File: src/rtl/fib_pkg.sv
// Shared constants and state encoding for the Fibonacci generator and index finder.
`timescale 1ns/1ps
package fib_pkg;
  localparam int unsigned FIB_W       = 32;
  localparam int unsigned FIB_MAX_IDX = 47;
  localparam logic [FIB_W-1:0] FIB_MAX_VAL = 32'd2971215073;

  typedef enum logic [1:0] {
    IDLE   = 2'd0,
    SEARCH = 2'd1,
    DONE   = 2'd2
  } fib_state_e;
endpackage

File: src/rtl/fib_step.sv
// One Fibonacci step: next_b = a + b computed 33 bits wide, carry is bit 32.
`timescale 1ns/1ps
module fib_step
  import fib_pkg::*;
(
  input  logic [FIB_W-1:0] a,
  input  logic [FIB_W-1:0] b,
  output logic [FIB_W-1:0] next_b,
  output logic             carry
);
  logic [FIB_W:0] sum_s;

  // widened sum so the overflow out of the top term is visible
  always_comb begin
    sum_s  = {1'b0, a} + {1'b0, b};
    next_b = sum_s[FIB_W-1:0];
    carry  = sum_s[FIB_W];
  end
endmodule

File: src/rtl/fib_index_finder.sv
// Start/done coprocessor returning the largest n with F(n) <= value, one term per clock.
`timescale 1ns/1ps
module fib_index_finder
  import fib_pkg::*;
#(
  parameter int WIDTH = 8
) (
  input  logic             clk,
  input  logic             rst_n,
  input  logic             start,
  input  logic [31:0]      value,
  output logic             busy,
  output logic             done,
  output logic [WIDTH-1:0] index,
  output logic [31:0]      fib,
  output logic             is_fib
);
  localparam logic [WIDTH-1:0] K_ZERO = {WIDTH{1'b0}};
  localparam logic [WIDTH-1:0] K_ONE  = {{(WIDTH-1){1'b0}}, 1'b1};

  fib_state_e       state_r;
  logic [FIB_W-1:0] val_r;
  logic [FIB_W-1:0] a_r;
  logic [FIB_W-1:0] b_r;
  logic [WIDTH-1:0] k_r;
  logic [FIB_W-1:0] next_b_s;
  logic             carry_s;

  fib_step u_step (
    .a      (a_r),
    .b      (b_r),
    .next_b (next_b_s),
    .carry  (carry_s)
  );

  // search FSM with registered status and result outputs
  always_ff @(posedge clk or negedge rst_n) begin
    if (!rst_n) begin
      state_r <= IDLE;
      val_r   <= 32'd0;
      a_r     <= 32'd0;
      b_r     <= 32'd0;
      k_r     <= K_ZERO;
      busy    <= 1'b0;
      done    <= 1'b0;
      index   <= K_ZERO;
      fib     <= 32'd0;
      is_fib  <= 1'b0;
    end else begin
      case (state_r)
        IDLE, DONE: begin
          done <= 1'b0;
          if (start) begin
            val_r   <= value;
            a_r     <= 32'd0;
            b_r     <= 32'd1;
            k_r     <= K_ONE;
            busy    <= 1'b1;
            state_r <= SEARCH;
          end else begin
            busy    <= 1'b0;
            state_r <= IDLE;
          end
        end
        SEARCH: begin
          if (b_r == val_r) begin
            index   <= k_r;
            fib     <= b_r;
            is_fib  <= 1'b1;
            busy    <= 1'b0;
            done    <= 1'b1;
            state_r <= DONE;
          end else if (b_r > val_r) begin
            // overshoot: previous term is the answer; only value 0 lands here exactly
            index   <= k_r - K_ONE;
            fib     <= a_r;
            is_fib  <= (val_r == 32'd0);
            busy    <= 1'b0;
            done    <= 1'b1;
            state_r <= DONE;
          end else if (carry_s) begin
            // next term would not fit: saturate at F(47)
            index   <= k_r;
            fib     <= b_r;
            is_fib  <= 1'b0;
            busy    <= 1'b0;
            done    <= 1'b1;
            state_r <= DONE;
          end else begin
            a_r <= b_r;
            b_r <= next_b_s;
            k_r <= k_r + K_ONE;
          end
        end
        default: begin
          busy    <= 1'b0;
          done    <= 1'b0;
          state_r <= IDLE;
        end
      endcase
    end
  end
endmodule

File: config.mk
export PLATFORM = sky130hd
export DESIGN_NAME = fib_index_finder
export DESIGN_NICKNAME = d
export VERILOG_FILES = /design/src/rtl/fib_pkg.sv /design/src/rtl/fib_step.sv /design/src/rtl/fib_index_finder.sv
export SDC_FILE = /design/constraint.sdc
export NUM_CORES = 1
export LEC_CHECK = 0
export CAP_MARGIN = 20
export CORE_MARGIN = 5
export CORE_UTILIZATION = 29
export DETAILED_ROUTE_END_ITERATION = 7
export PLACE_DENSITY = 0.57
export SYNTH_ARGS = -nofsm -noshare
export SYNTH_HDL_FRONTEND = slang
export SYNTH_HIERARCHICAL = 1
export SYNTH_SLANG_ARGS = --single-unit
File: constraint.sdc
create_clock -name clk -period 8.4 [get_ports clk]
set_input_delay 1.68 -clock clk [delete_from_list [all_inputs] [get_ports clk]]
set_output_delay 1.68 -clock clk [all_outputs]
set_load 0.1 [all_outputs]
==> flow_summary_export.csv, run 1 <==
group,metric,value,unit
drt,viasPerCell,4.95,
drt,routedWlPerCell,16.1,µm
drt,dr.first_iter.drc_count,479,
run,cap_violations,0,
logic_synthesis,ys.flop_type,"dfrtp_1",
cts,cts_resized,0,
worst_setup_path,worstSetupStartpointType,"flip-flop",
hold_path,min-delay-start,"k_r[7]",
logic_synthesis,ys_warn_count,6,
place,io_buffer_count,77,
logic_synthesis,yosys-top-cells-count,"174 x nand2_1, 147 x dfrtp_1, 104 x o21ai_0",
logic_synthesis,yosys-top-cells-area,"dfrtp_1 41%, ha_1 9.2%, nand2_1 7.3%",
floorplan,die_area,34400,µm²
logic_synthesis,syn-num-nets,1118,
sta,hold_violations,0,
logic_synthesis,synth_edf_count,0,
place,dpl.hpwl,17100,µm
cts,holdBufCountCts,0,
logic_synthesis,syn_area,8930,µm²
worst_setup_path,r2r_end,"fib[10]",
global_routing,top_usage_layer,"met2",
sta,period_share,0.490,
cts,cts_max_level,4,
finish,fin_nets,1168,
sta,rsz0062_at_grt,"false",
sta,fin_crit,4.12,ns
global_routing,overflow,0,
global_routing,grt_util_met1,0.190,
drt,antenna_left,0,
sta,setup_viol,0,
global_routing,grt_start_max_net_pins,81,
global_routing,gr-usage-met3,0.0350,
worst_setup_path,timing.rr.start,"a_r[0]",
floorplan,dieWidth,185,µm
cts,cts_tree,"done",
cts,post_cts.repair.setup_buffers,0,
logic_synthesis,synth_cells,1016,
drt,routed-via-count,7289,
cts,cts_sinks,147,
logic_synthesis,ys_seq_elements,147,
cts,clk_pin_slew,0.06,ns
sta,skew,0.0120,ns
logic_synthesis,seq_area_frac_synth,0.412,
worst_setup_path,crit_arrival,4.40,ns
worst_setup_path,r2r_slack,4.28,ns
drt,routed_wl,23800,µm
logic_synthesis,syn_area_per_cell,8.79,µm²
hold_path,whs_endpoint,"k_r[7]",
sta,maxSlewViolCount,0,
cts,cts_buffers,17,
worst_setup_path,rr_worst_depth,14,
cts,clkLatencyLatePin,0.43,ns
worst_setup_path,cp.required,8.68,ns
sta,slew_headroom,0.326,
cts,clockBufferDepth,2,
logic_synthesis,yosysMostFrequentCell,"nand2_1",
worst_setup_path,worstSetupPathType,"reg -> reg",
sta,setup_tns,0,ns
status,status,"completed",
floorplan,start_util,0.293,
global_routing,grt_pass1_vias,7167,
global_routing,groute.layer.met2.usage,0.225,
hold_path,whs_path_depth,1,
finish,area.growth.synth_to_final,19.4,%
global_routing,grtUsageTotal,0.141,
cts,root_buffer,"clkbuf_16",
place,gp_congestion,0.888,
logic_synthesis,synth_cell_types,72,
floorplan,num_rows,64,
drt,drc,0,
floorplan,core,30500,µm²
floorplan,die_h,185,µm
global_routing,antenna_found_initial,0,
logic_synthesis,synthArstFlopShare,1.00,
hold_path,hold_class,"reg -> reg",
finish,antenna_cells,0,
global_routing,grt_pass1_wl,38700,µm
finish,layout-drive-gt1-share,0.0659,
sta,worst-slew-pin-transition,1.01,ns
drt,dr.pass1.iters,6,
finish,utilization,0.349,
worst_setup_path,end_kind,"flip-flop",
logic_synthesis,yosys.area.top_type,"dfrtp_1",
sta,clock.fmax,243,MHz
worst_setup_path,crit_fanout,43,
logic_synthesis,synth_top_area_share,0.412,
floorplan,pin_count,78,
[how the worst max path moves through the flow]
stage | start | end | slack [ns] | depth (start not counted)
3_3_place_gp | a_r[0] | fib[6] | 4.44 | 14
5_1_grt | a_r[0] | fib[10] | 3.93 | 14
6_report | a_r[0] | fib[10] | 4.28 | 14
2_1_floorplan | a_r[0] | a_r[0] | 5.08 | 15
3_5_place_dp | a_r[0] | fib[10] | 4.34 | 14
4_1_cts | a_r[0] | fib[10] | 4.28 | 14
[final cells by class]
cell class                      instances  area [µm²]
Clock buffer                           19         453
Sequential cell                       147        3680
Multi-Input combinational cell        748        4730
Clock inverter                         12         226
Fill cell                            3098       19800
Timing Repair Buffer                   84         825
Tap cell                              396         495
Inverter                               68         255
[routing by layer]
metal	vias to the layer above	wire [µm]
li1	3652	-
met1	3501	11300
met2	116	10900
met3	20	1150
met4	0	439
met5	-	0
[cell usage in the layout, fill, tap and decap left out, types with 12 or more instances in the layout]
| cell | n |
|---|---|
| clkdlybuf4s50_1 | 76 |
| mux2i_1 | 32 |
| nor2_1 | 64 |
| inv_1 | 67 |
| a21o_1 | 16 |
| nand3_1 | 18 |
| a21oi_1 | 89 |
| o21ai_0 | 104 |
| clkbuf_16 | 17 |
| nand4_1 | 12 |
| xor2_1 | 12 |
| ha_1 | 66 |
| o31ai_1 | 27 |
| xnor2_1 | 15 |
| nand2_1 | 174 |
| dfrtp_1 | 147 |
[critical path, cell delays in order, from the launching register on]
cell      delay [ns]
dfrtp_1         0.40
ha_1            0.23
fa_1            0.42
a211oi_1        0.35
o211ai_1        0.18
nand4_1         0.16
a21oi_1         0.09
o32a_1          0.43
a211o_1         0.33
nor4_1          0.37
a21o_4          0.22
inv_2           0.22
buf_4           0.36
nor2_1          0.16
a21oi_1         0.06
[per-stage QoR]
step	area [µm²]	instances	hold WS (ns)	worst slack, ns
floorplan	8930	1016	0.465	5.08
global placement	9980	1443	0.492	4.44
detailed placement	9980	1443	0.494	4.34
CTS	10700	1474	0.512	4.28
global route	10700	1474	0.539	3.93
finish	10700	1474	0.510	4.28
[state kept, by name (all words and copies together), names as in the netlist]
signal and cells:
k_r 8, is_fib 1, done 1, state_r 1
fib 32, index 8, val_r 32, a_r 32
b_r 32
[cells by family after synthesis]
group	Yosys count	synth area share
xor gates and xnor gates	27	0.0265
buffers and inverters	121	0.0598
AOI/OAI and AO/OA	297	0.206
DFF	147	0.412
and+or+nand+nor	322	0.161
muxes	35	0.0397
adders and majority gates	67	0.0947
Power of run 1 is left out: the tool's default activity adds up to more than one toggle a clock period on the data nets, which glitch-free logic cannot reach.
==> run 2, diff against run 1 <==
==> constraint.sdc (replaced) <==
create_clock -name clk -period 4.1 [get_ports clk]
set_input_delay 0.82 -clock clk [delete_from_list [all_inputs] [get_ports clk]]
set_output_delay 0.82 -clock clk [all_outputs]
set_load 0.1 [all_outputs]
==> run 2 against run 1 <==
Net effect:
- maximum frequency is 8.2% higher
- utilization is 0.38 points higher
- global-route usage hardly changed
- final area is 1.1% higher
- sequential cell count stayed put
- critical path depth stayed put
- die area stayed put
- critical path type unchanged
- highest routed layer unchanged
==> flow_summary_export.csv, run 2 (synthesis gave the netlist of run 1 again) <==
group,metric,value,unit
finish,fill_cells,3076,
cts,clk_pin_slew,0.06,ns
floorplan,die_h,185,µm
worst_setup_path,worstSetupPathType,"reg -> reg",
finish,final_cell_mix,"174 x nand2_1, 147 x dfrtp_1, 104 x o21ai_0",
drt,dr.pass1.iters,5,
drt,routedWlPerCell,15.8,µm
sta,clock.fmax,263,MHz
worst_setup_path,crit_arrival,4.10,ns
cts,cts_max_level,4,
worst_setup_path,worstSetupStartpointType,"flip-flop",
cts,clockBufferDepth,2,
floorplan,core,30500,µm²
floorplan,pin_count,78,
global_routing,grt_pass1_wl,38900,µm
sta,maxSlewViolCount,0,
worst_setup_path,rr_worst_depth,14,
worst_setup_path,crit_fanout,17,
sta,skew,0.0131,ns
cts,cts_tree,"done",
cts,clkLatencyLatePin,0.43,ns
place,io_buffer_count,77,
sta,hold_violations,0,
global_routing,grt_pass1_vias,7281,
floorplan,dieWidth,185,µm
cts,holdBufCountCts,0,
floorplan,die_area,34400,µm²
finish,fin_nets,1181,
sta,period_share,0.928,
sta,setup_tns,0,ns
floorplan,start_util,0.293,
place,gp_congestion,0.841,
worst_setup_path,timing.rr.start,"a_r[0]",
worst_setup_path,r2r_slack,0.29,ns
floorplan,num_rows,64,
drt,viasPerCell,4.89,
sta,slew_headroom,0.328,
cts,root_buffer,"clkbuf_16",
drt,routed-via-count,7275,
finish,layout-drive-gt1-share,0.0769,
cts,cts_buffers,17,
run,cap_violations,0,
global_routing,antenna_found_initial,0,
finish,antenna_cells,0,
global_routing,grtUsageTotal,0.141,
global_routing,overflow,0,
hold_path,hold_class,"in -> async",
global_routing,grt_start_max_net_pins,89,
sta,setup_viol,0,
worst_setup_path,end_kind,"flip-flop",
finish,area.growth.synth_to_final,20.7,%
sta,rsz0062_at_grt,"false",
worst_setup_path,r2r_end,"fib[4]",
place,dpl.hpwl,17200,µm
worst_setup_path,cp.required,4.39,ns
finish,final_common_cell,"nand2_1",
drt,routed_wl,23500,µm
sta,worst-slew-pin-transition,1.01,ns
status,status,"completed",
cts,cts_sinks,147,
drt,drc,0,
drt,antenna_left,0,
drt,dr.first_iter.drc_count,357,
sta,fin_crit,3.81,ns
## run 2: worst max-delay path by stage
stage,start,end,cells after the start
finish,a_r[0],fib[4],14
global route,a_r[0],fib[20],14
CTS,a_r[0],k_r[3],13
detailed placement,a_r[0],k_r[3],13
global placement,a_r[0],k_r[3],13
floorplan,a_r[0],a_r[0],15
## run 2: layout make-up
type | count | area, µm² | share of cell area
Tap cell | 396 | 495 | 0.0460
Multi-Input combinational cell | 748 | 4730 | 0.439
Clock inverter | 13 | 173 | 0.0160
Inverter | 68 | 255 | 0.0237
Timing Repair Buffer | 97 | 997 | 0.0925
Sequential cell | 147 | 3680 | 0.341
Clock buffer | 19 | 453 | 0.0420
## run 2: repair_timing
item	in CTS	in global routing
gates resized for setup	0	0
setup endpoints to repair	0	22
setup buffers	0	7
## run 2: worst max-delay path, stage by stage, from the launching register on
cell,delay [ns]
dfrtp_1,0.40
ha_1,0.23
fa_1,0.43
a211oi_1,0.33
o211ai_1,0.19
nand4_1,0.15
a21oi_1,0.08
o32a_1,0.42
a211o_1,0.33
nor4_1,0.35
a21o_4,0.22
inv_2,0.16
buf_4,0.24
nor2_1,0.10
a21oi_1,0.05
## run 2: layer usage
metal / GRT usage / part of all wire
met5: 0 / 0
met4: 0.0361 / 0.012
met3: 0.0291 / 0.038
met2: 0.231 / 0.47
met1: 0.191 / 0.48
## run 2: per-stage QoR
step / instances / cell area (µm²) / setup WS (ns) / utilization / hold slack [ns]
detailed placement: 1449 / 10100 / 0.233 / 0.331 / 0.496
floorplan: 1016 / 8930 / 0.783 / - / 0.465
global route: 1488 / 10800 / 0.00768 / 0.353 / 0.537
CTS: 1481 / 10700 / 0.187 / 0.351 / 0.498
global placement: 1449 / 10100 / 0.352 / 0.331 / 0.489
finish: 1488 / 10800 / 0.294 / 0.353 / 0.469
Power of run 2 is left out for the same reason.
==> run 3, diff against run 2 <==
--- a/config.mk
+++ b/config.mk
@@ -9,6 +9,7 @@
 export CORE_MARGIN = 5
 export CORE_UTILIZATION = 29
 export DETAILED_ROUTE_END_ITERATION = 7
+export HOLD_SLACK_MARGIN = 0.06
 export PLACE_DENSITY = 0.57
 export SYNTH_ARGS = -nofsm -noshare
 export SYNTH_HDL_FRONTEND = slang
==> results of run 3 <==
Final layout, timing and power as in run 2 (identical DEF).
Power of run 3 is left out for the same reason.
